--- src/rtl/display_scan_ctrl.sv ---
// Purpose: converts an 8-bit magnitude plus sign to BCD and scans it onto a 4-digit common-anode display.
// Latency: load at cycle N -> busy N+1..N+8, done and display buffer update at N+9; new content appears at the next slot boundary.
// Backpressure: load is ignored while busy; the scan free-runs and never stalls.
//
// Ports:
//   clk, rst          system clock, asynchronous active-high reset
//   load, value, neg  capture strobe, unsigned magnitude, sign flag
//   busy, done        conversion in progress, one-cycle buffer-update pulse
//   digit, seg_en     BCD code and enable to the registered seven-segment decoder
//   minus             light segment g alone on the sign slot
//   an                active-low anode selects, an[0] = units
module display_scan_ctrl #(
    parameter int REFRESH_DIV  = 50000,
    parameter int BLANK_CYCLES = 500
) (
    input  logic       clk,
    input  logic       rst,
    input  logic       load,
    input  logic [7:0] value,
    input  logic       neg,
    output logic       busy,
    output logic       done,
    output logic [3:0] digit,
    output logic       seg_en,
    output logic       minus,
    output logic [3:0] an
);

    localparam int PW = (REFRESH_DIV > 1) ? $clog2(REFRESH_DIV) : 1;
    localparam logic [PW-1:0] P_LAST  = PW'(REFRESH_DIV - 1);
    localparam logic [PW-1:0] P_BLANK = PW'(BLANK_CYCLES);

    typedef enum logic {IDLE, SHIFT} state_t;

    state_t      state, state_nx;
    logic [7:0]  bin, bin_nx;
    logic [11:0] bcd, bcd_nx;
    logic [2:0]  cnt, cnt_nx;
    logic        sgn_cap, sgn_cap_nx;
    logic        upd;
    logic [11:0] adj;
    logic [19:0] sh;

    logic [11:0] disp_bcd;
    logic        disp_sgn;

    // Double dabble step: correct nibbles that would overflow past 9, then shift.
    always_comb begin
        for (int i = 0; i < 3; i++) begin
            adj[i*4 +: 4] = (bcd[i*4 +: 4] >= 4'd5) ? bcd[i*4 +: 4] + 4'd3 : bcd[i*4 +: 4];
        end
        sh = {adj, bin} << 1;
    end

    always_comb begin
        state_nx   = state;
        bin_nx     = bin;
        bcd_nx     = bcd;
        cnt_nx     = cnt;
        sgn_cap_nx = sgn_cap;
        upd        = 1'b0;
        case (state)
            IDLE: begin
                if (load) begin
                    bin_nx     = value;
                    bcd_nx     = 12'd0;
                    cnt_nx     = 3'd7;
                    // No "-0": a zero magnitude never shows the sign.
                    sgn_cap_nx = neg && (value != 8'd0);
                    state_nx   = SHIFT;
                end
            end
            SHIFT: begin
                bcd_nx = sh[19:8];
                bin_nx = sh[7:0];
                cnt_nx = cnt - 3'd1;
                if (cnt == 3'd0) begin
                    upd      = 1'b1;
                    state_nx = IDLE;
                end
            end
            default: state_nx = IDLE;
        endcase
    end

    always_ff @(posedge clk or posedge rst) begin
        if (rst) begin
            state    <= IDLE;
            bin      <= 8'd0;
            bcd      <= 12'd0;
            cnt      <= 3'd0;
            sgn_cap  <= 1'b0;
            disp_bcd <= 12'd0;
            disp_sgn <= 1'b0;
            done     <= 1'b0;
        end else begin
            state   <= state_nx;
            bin     <= bin_nx;
            bcd     <= bcd_nx;
            cnt     <= cnt_nx;
            sgn_cap <= sgn_cap_nx;
            done    <= upd;
            // Buffer only moves on a completed conversion, never mid-shift.
            if (upd) begin
                disp_bcd <= sh[19:8];
                disp_sgn <= sgn_cap;
            end
        end
    end

    assign busy = (state == SHIFT);

    // ---------------- scan ----------------
    logic [PW-1:0] p;
    logic [1:0]    idx;
    logic          lit;
    logic          slot_on, slot_en, slot_minus;
    logic [3:0]    slot_dig;

    always_comb begin
        slot_on    = 1'b0;
        slot_en    = 1'b0;
        slot_minus = 1'b0;
        slot_dig   = 4'd0;
        case (idx)
            2'd0: begin
                slot_on  = 1'b1;
                slot_dig = disp_bcd[3:0];
            end
            2'd1: begin
                // Leading-zero suppression: tens blank only when hundreds is also zero.
                slot_on  = (disp_bcd[11:8] != 4'd0) || (disp_bcd[7:4] != 4'd0);
                slot_dig = slot_on ? disp_bcd[7:4] : 4'd0;
            end
            2'd2: begin
                slot_on  = (disp_bcd[11:8] != 4'd0);
                slot_dig = disp_bcd[11:8];
            end
            default: begin
                slot_on    = disp_sgn;
                slot_minus = disp_sgn;
            end
        endcase
        slot_en = slot_on && (idx != 2'd3);
    end

    // Decoder inputs are sampled once per slot at p==0 so the registered decoder
    // output has settled before the anodes turn on after the blanking window.
    always_ff @(posedge clk or posedge rst) begin
        if (rst) begin
            p      <= '0;
            idx    <= 2'd0;
            digit  <= 4'd0;
            seg_en <= 1'b0;
            minus  <= 1'b0;
            lit    <= 1'b0;
        end else begin
            if (p == P_LAST) begin
                p   <= '0;
                idx <= idx + 2'd1;
            end else begin
                p <= p + 1'b1;
            end
            if (p == '0) begin
                digit  <= slot_dig;
                seg_en <= slot_en;
                minus  <= slot_minus;
                lit    <= slot_on;
            end
        end
    end

    assign an = ((p < P_BLANK) || !lit) ? 4'b1111 : ~(4'b0001 << idx);

endmodule
--- config.mk ---
export PLATFORM = sky130hd
export DESIGN_NAME = display_scan_ctrl
export DESIGN_NICKNAME = d
export VERILOG_FILES = /design/src/rtl/display_scan_ctrl.sv
export SDC_FILE = /design/constraint.sdc
export NUM_CORES = 1
export LEC_CHECK = 0
export BUFFER_PORTS_ARGS = -buffer_cell sky130_fd_sc_hd__buf_2
export CAP_MARGIN = 0
export CELL_PAD_IN_SITES_DETAIL_PLACEMENT = 1
export CELL_PAD_IN_SITES_GLOBAL_PLACEMENT = 2
export CORE_ASPECT_RATIO = 1.1
export CORE_MARGIN = 3
export CORE_UTILIZATION = 39
export DETAILED_ROUTE_END_ITERATION = 7
export GPL_TIMING_DRIVEN = 1
export HOLD_SLACK_MARGIN = 0.12
export MAX_ROUTING_LAYER = met4
export PLACE_DENSITY = 0.9
export SETUP_SLACK_MARGIN = 0.4
export SLEW_MARGIN = 20
export SYNTH_ARGS = -nofsm -noshare
export SYNTH_HDL_FRONTEND = slang
export SYNTH_SLANG_ARGS = --single-unit
--- constraint.sdc ---
create_clock -name clk -period 3.2 [get_ports clk]
set_clock_uncertainty 0.2 [all_clocks]
set_input_delay 0.96 -clock clk [delete_from_list [all_inputs] [get_ports clk]]
set_output_delay 0.96 -clock clk [all_outputs]
set_load 0.05 [all_outputs]
Word-level counts from Yosys, hierarchy flattened
Index checks and enable logic that the tools add are counted.
{"block": "word_totals", "romBits": 0, "latchBits": 0, "word_cells": 65, "regBits": 64, "ram_bits": 0, "out_inout_bits": 12, "memories": 0, "inputBits": 12}
{"block": "op_classes", "n_eq_ne": 5, "n_mul": 0, "n_mux": 20, "reduce_logical": 13, "bitwise_logic": 2, "shift": 1, "div": 0, "addsub": 6, "n_lt_le_gt_ge": 4}
{"op": "$pmux W12 S2", "n": 1}
{"op": "$add A16 B1 Y16 const B", "n": 1}
{"op": "$eq A16 B16 Y1 const B", "n": 1}
{"op": "$logic_not A16 Y1", "n": 1}
{"op": "$lt A16 B9 Y1 const B", "n": 1}
{"op": "$mux W16", "n": 1}
{"op": "$mux W4", "n": 4}
{"op": "$pmux W8 S2", "n": 1}
{"op": "$ge A4 B3 Y1 const B", "n": 3}
{"op": "$mux W12", "n": 1}
{"op": "$pmux W4 S3", "n": 1}
{"op": "$add A4 B2 Y4 const B", "n": 2}
{"op": "$mux W8", "n": 1}
{"op": "$reduce_bool A4 Y1", "n": 2}
{"op": "$reduce_bool A8 Y1", "n": 1}
{"op": "$mux W3", "n": 2}
{"op": "$pmux W3 S2", "n": 1}
{"op": "$mux W1", "n": 5}
{"op": "$ne A2 B2 Y1 const B", "n": 2}
{"op": "$not A4 Y4", "n": 1}
{"op": "$shl A1 B2 Y4 const A", "n": 1}
{"op": "$add A3 B2 Y3 const B", "n": 1}
{"op": "$logic_not A3 Y1", "n": 1}
{"op": "$pmux W1 S3", "n": 1}
{"op": "12 further kinds", "n": 14}

Depth between registers and ports, before layout
{"block": "depth", "word_depth": 4, "mapped_depth": 8, "ltp_nobuf": 7}

Worst setup path after synthesis
Ideal clock, no wire load.
{"block": "synth_timing", "kind": "reg-to-output", "startpoint": "register p[13]", "endpoint": "output port an[0]", "arrival_ns": 1.654, "path_stages_with_launch": 5, "path_buffers": 0, "required_ns": 2.040, "path_slack_ns": 0.386, "cell_sequence": "dfrtp_1 or4_4 nor4_1 a21boi_0 nand2_1"}
{"block": "synth_via", "elab_chain_len": 3}
{"item": "start, declared", "line_no": "114", "rtl": "logic [PW-1:0] p;"}
{"item": "start signal, assigned", "line_no": "162", "rtl": "p <= p + 1'b1;"}
{"item": "$lt A16 B9 Y1", "line_no": "173", "rtl": "assign an = ((p < P_BLANK) || !lit) ? 4'b1111 : ~(4'b0001 << idx);"}
{"item": "$logic_or A1 B1 Y1", "line_no": "173"}
{"item": "$mux W4", "line_no": "173"}
{"item": "end, declared", "line_no": "26", "rtl": "output logic [3:0] an"}
No other way between the ends.

Worst setup path in the final report
{"block": "layout_timing", "startpoint": "register p[10]", "endpoint": "output port an[3]"}
The elaborated chain is that of the path after synthesis.

==> metrics.md <==
| Metric | Value |
|---|---|
| Power Dens Cells | `716 mW/mm^2` |
| Vias | `approximately 2,300` |
| Slew at the pin with the worst max-slew slack | `about 0.46 ns` |
| Synthesized area | `around 0.0033 mm^2` |
| Initial Util | `40.6%` |
| Synth Area in Compound Gates | `10.2%` |
| Longest Clk Path Bufs | `2` |
| Gp weighted congestion | `approximately 0.84` |
| Tot Pwr | `2.66 mW` |
| Die width | `93.2 um` |
| Fillers | `929` |
| Antenna cell count | `0` |
| Fin crit period | `3.01 ns` |
| Core box area | `0.00804 mm^2` |
| Slew headroom | `69.2%` |
| Wire per inst | `15.4 um` |
| FFs w/ async S/R, synth | `100%` |
| Fin worst setup slack | `roughly 0.19 ns` |
| RSZ-0062 raised after global routing | `yes` |
| Commonest cells in the netlist | `64 x dfrtp_1, 51 x nand2_1, 26 x o21ai_0` |
| Top-count cell post-synth | `dfrtp_1` |
| Main combinational cell family by area after synthesis | `simple AND/OR/NAND/NOR gates` |
| Initial antenna violation count | `0` |
| Routed wire length | `7050 um` |
| H-tree depth | `3` |
| Nets@finish | `370` |
| Max-slew violation count | `0` |
| Largest delay share family, worst path | `simple AND/OR/NAND/NOR gates` |
| I/O Pins | `24` |
| Root buffer cell | `clkbuf_8` |
| Via/cell ratio | `5.15` |
| Setup TNS | `0 ns` |
| Yosys reg bits | `64` |
| Setup WS pre-CTS | `0.194 ns` |
| Synth Area in Simple Gates | `19.8%` |
| Critical path endpoint category | `output port` |
| Fmax | `332 MHz` |
| Outcome | `finished, final reports clean` |
| Predominant post-synthesis flop cell | `dfrtp_1` |
| Area leader, netlist | `dfrtp_1` |
| Post-synth EDFFs | `0` |
| Crit path DAT | `1.85 ns` |
| DIE AREA | `0.00950 mm^2` |
| Overall track demand over capacity in global routing | `16.9%` |
| Hold Crit Class | `flip-flop to flip-flop` |
| Global route overflow | `0` |
| Cells after Synth | `319` |
| Syn avg cell area | `approximately 10 um^2` |
| Post-DP HPWL | `4930 um` |
| Count of cell types in the netlist | `41` |
| Clock tree from TritonCTS | `built` |
| Synth warn | `0` |
| Global-route wire length before repair | `12,100 um` |
| Num Clock Sinks | `64` |
| Worst Path Buf+Inv | `1` |
| Slowest stage delay, CP | `0.57 ns` |
| Layout cells sized above 1 | `17.2%` |
| Critical-path cell list | `or4_4, nor4_4, a21boi_2, nand2_1, buf_6` |
| Slowest CP cell | `or4_4` |
| CP required | `2.04 ns` |
| Crit path max fanout | `4` |
| Area grow syn2layout | `14.0%` |
| Remaining DRCs | `0` |
| CP Launch Type | `flip-flop` |
| Synth Area in Adders | `under 10%` |
| Synth top area cells | `dfrtp_1 49%, nand2_1 5.9%, mux2i_1 5.5%` |
| Post-route ant nets | `0` |
| Post-synthesis sequential area ratio | `49.1%` |
| Hold Fails Final Rpt | `0` |
| Post-synthesis mux area share | `6.90%` |
| Area share of the largest cell type after synthesis | `49.1%` |
| Leak Pwr | `1.80 nW` |
| Cts bufs inserted | `9` |
| DRT iter0 DRCs | `87` |
| Post-Syn Nets | `345` |
| Clock latency on the worst-skew pair | `0.33 ns` |
| Xor/xnor share of the synthesized area | `4.56%` |
| Row Count | `34` |
| Die Y | `102 um` |
| Worst vdd ir | `0.419 mV` |
| Number of global-route vias before repair | `~2,500` |
| Crit Path Category | `flip-flop to output port` |
| Final period util | `94.1%` |
| Final setup violation count | `0` |
| Port buffer count | `23` |
| Worst-path clk slew | `0.06 ns` |
| DR pass1 iterations | `4` |
| MaxCap Viol Count | `0` |
| Pin count of the biggest net entering global routing | `55` |
[worst paths after layout]
path / endpoint / startpoint / slack [ns] / cells past startpoint
hold reg to reg: seg_en / seg_en / 0.27 / 2
setup / recovery: an[3] / p[10] / 0.19 / 5
max in group asynchronous: bcd[3] / rst / 1.87 / 3
setup reg to reg: seg_en / idx[0] / 0.97 / 6
min in group asynchronous: p[13] / rst / 0.35 / 2
hold / removal: seg_en / seg_en / 0.27 / 2
[state kept, by name, indices dropped and copies added, names as in the netlist]
register / cells
disp_sgn: 1
bin: 8
idx: 2
busy: 1
bcd: 12
seg_en: 1
done: 1
sgn_cap: 1
digit: 4
minus: 1
lit: 1
cnt: 3
p: 16
disp_bcd: 12
[report_power, final]
part	total (mW)	internal, mW	switching [mW]
logic	0.864	0.368	0.496
registers	1.19	1.03	0.163
clock network	0.607	0.321	0.286
[timing repair]
| action | in CTS | in global routing |
|---|---|---|
| hold buffers | 0 | 0 |
| setup endpoints to repair | 4 | 4 |
| pin swaps | 2 | 2 |
| buffers inserted | 4 | 2 |
| resized for setup | 12 | 2 |
[tightest hold or removal path, cell delays in order (launching register included)]
cell,delay (ns)
dfrtp_1,0.34
nand2_1,0.04
o21ai_0,0.06
[cells in the final DEF, fill, tap and decap left out, types with 5 or more instances in the layout]
cell type | synthesis | layout
a21o_1 | 5 | 5
a21oi_1 | 13 | 13
buf_2 | 5 | 19
buf_4 | 0 | 7
clkbuf_8 | 0 | 11
dfrtp_1 | 64 | 62
ha_1 | 14 | 14
inv_1 | 15 | 14
mux2i_1 | 18 | 18
nand2_1 | 51 | 51
nand3_1 | 8 | 8
nor2_1 | 11 | 11
nor3_1 | 7 | 7
nor3b_1 | 6 | 6
o21ai_0 | 26 | 26
xnor2_1 | 8 | 8
xor2_1 | 9 | 9
[layer usage]
layer	vias to the layer above	track usage [%]	share of wire, %
met5	-	-	0
met4	0	6.88	1.6
met3	9	3.83	1.9
met2	22	27.3	50
met1	1163	20.6	46
li1	1155	-	-
[metrics by stage]
step           cells  hold slack (ns)  utilization, %  area (um^2)
5_1_grt          456            0.296            46.3         3720
3_5_place_dp     435            0.267            43.1         3460
2_1_floorplan    319            0.232               -         3260
4_1_cts          454            0.281            46.0         3700
3_3_place_gp     435            0.257            43.1         3460
6_report         456            0.273            46.3         3720
[cells by family (layout without fill, tap and decap cells)]
logic type,Yosys count,count (layout)
simple gates,114,114
xor+xnor,17,17
buf+inv,32,61
flops,64,64
compound gates,56,56
mux,22,22
fa+ha+maj,14,14
[area by class of cell]
cell class	instances	area [um^2]	area share (%)
timing repair buffer	31	213	5.72
sequential	64	1600	43.1
clock buffer	15	166	4.47
multi-input combinational	223	1550	41.5
inverter	15	56.3	1.51
tap	108	135	3.63
(Power assumes the default switching activity.)
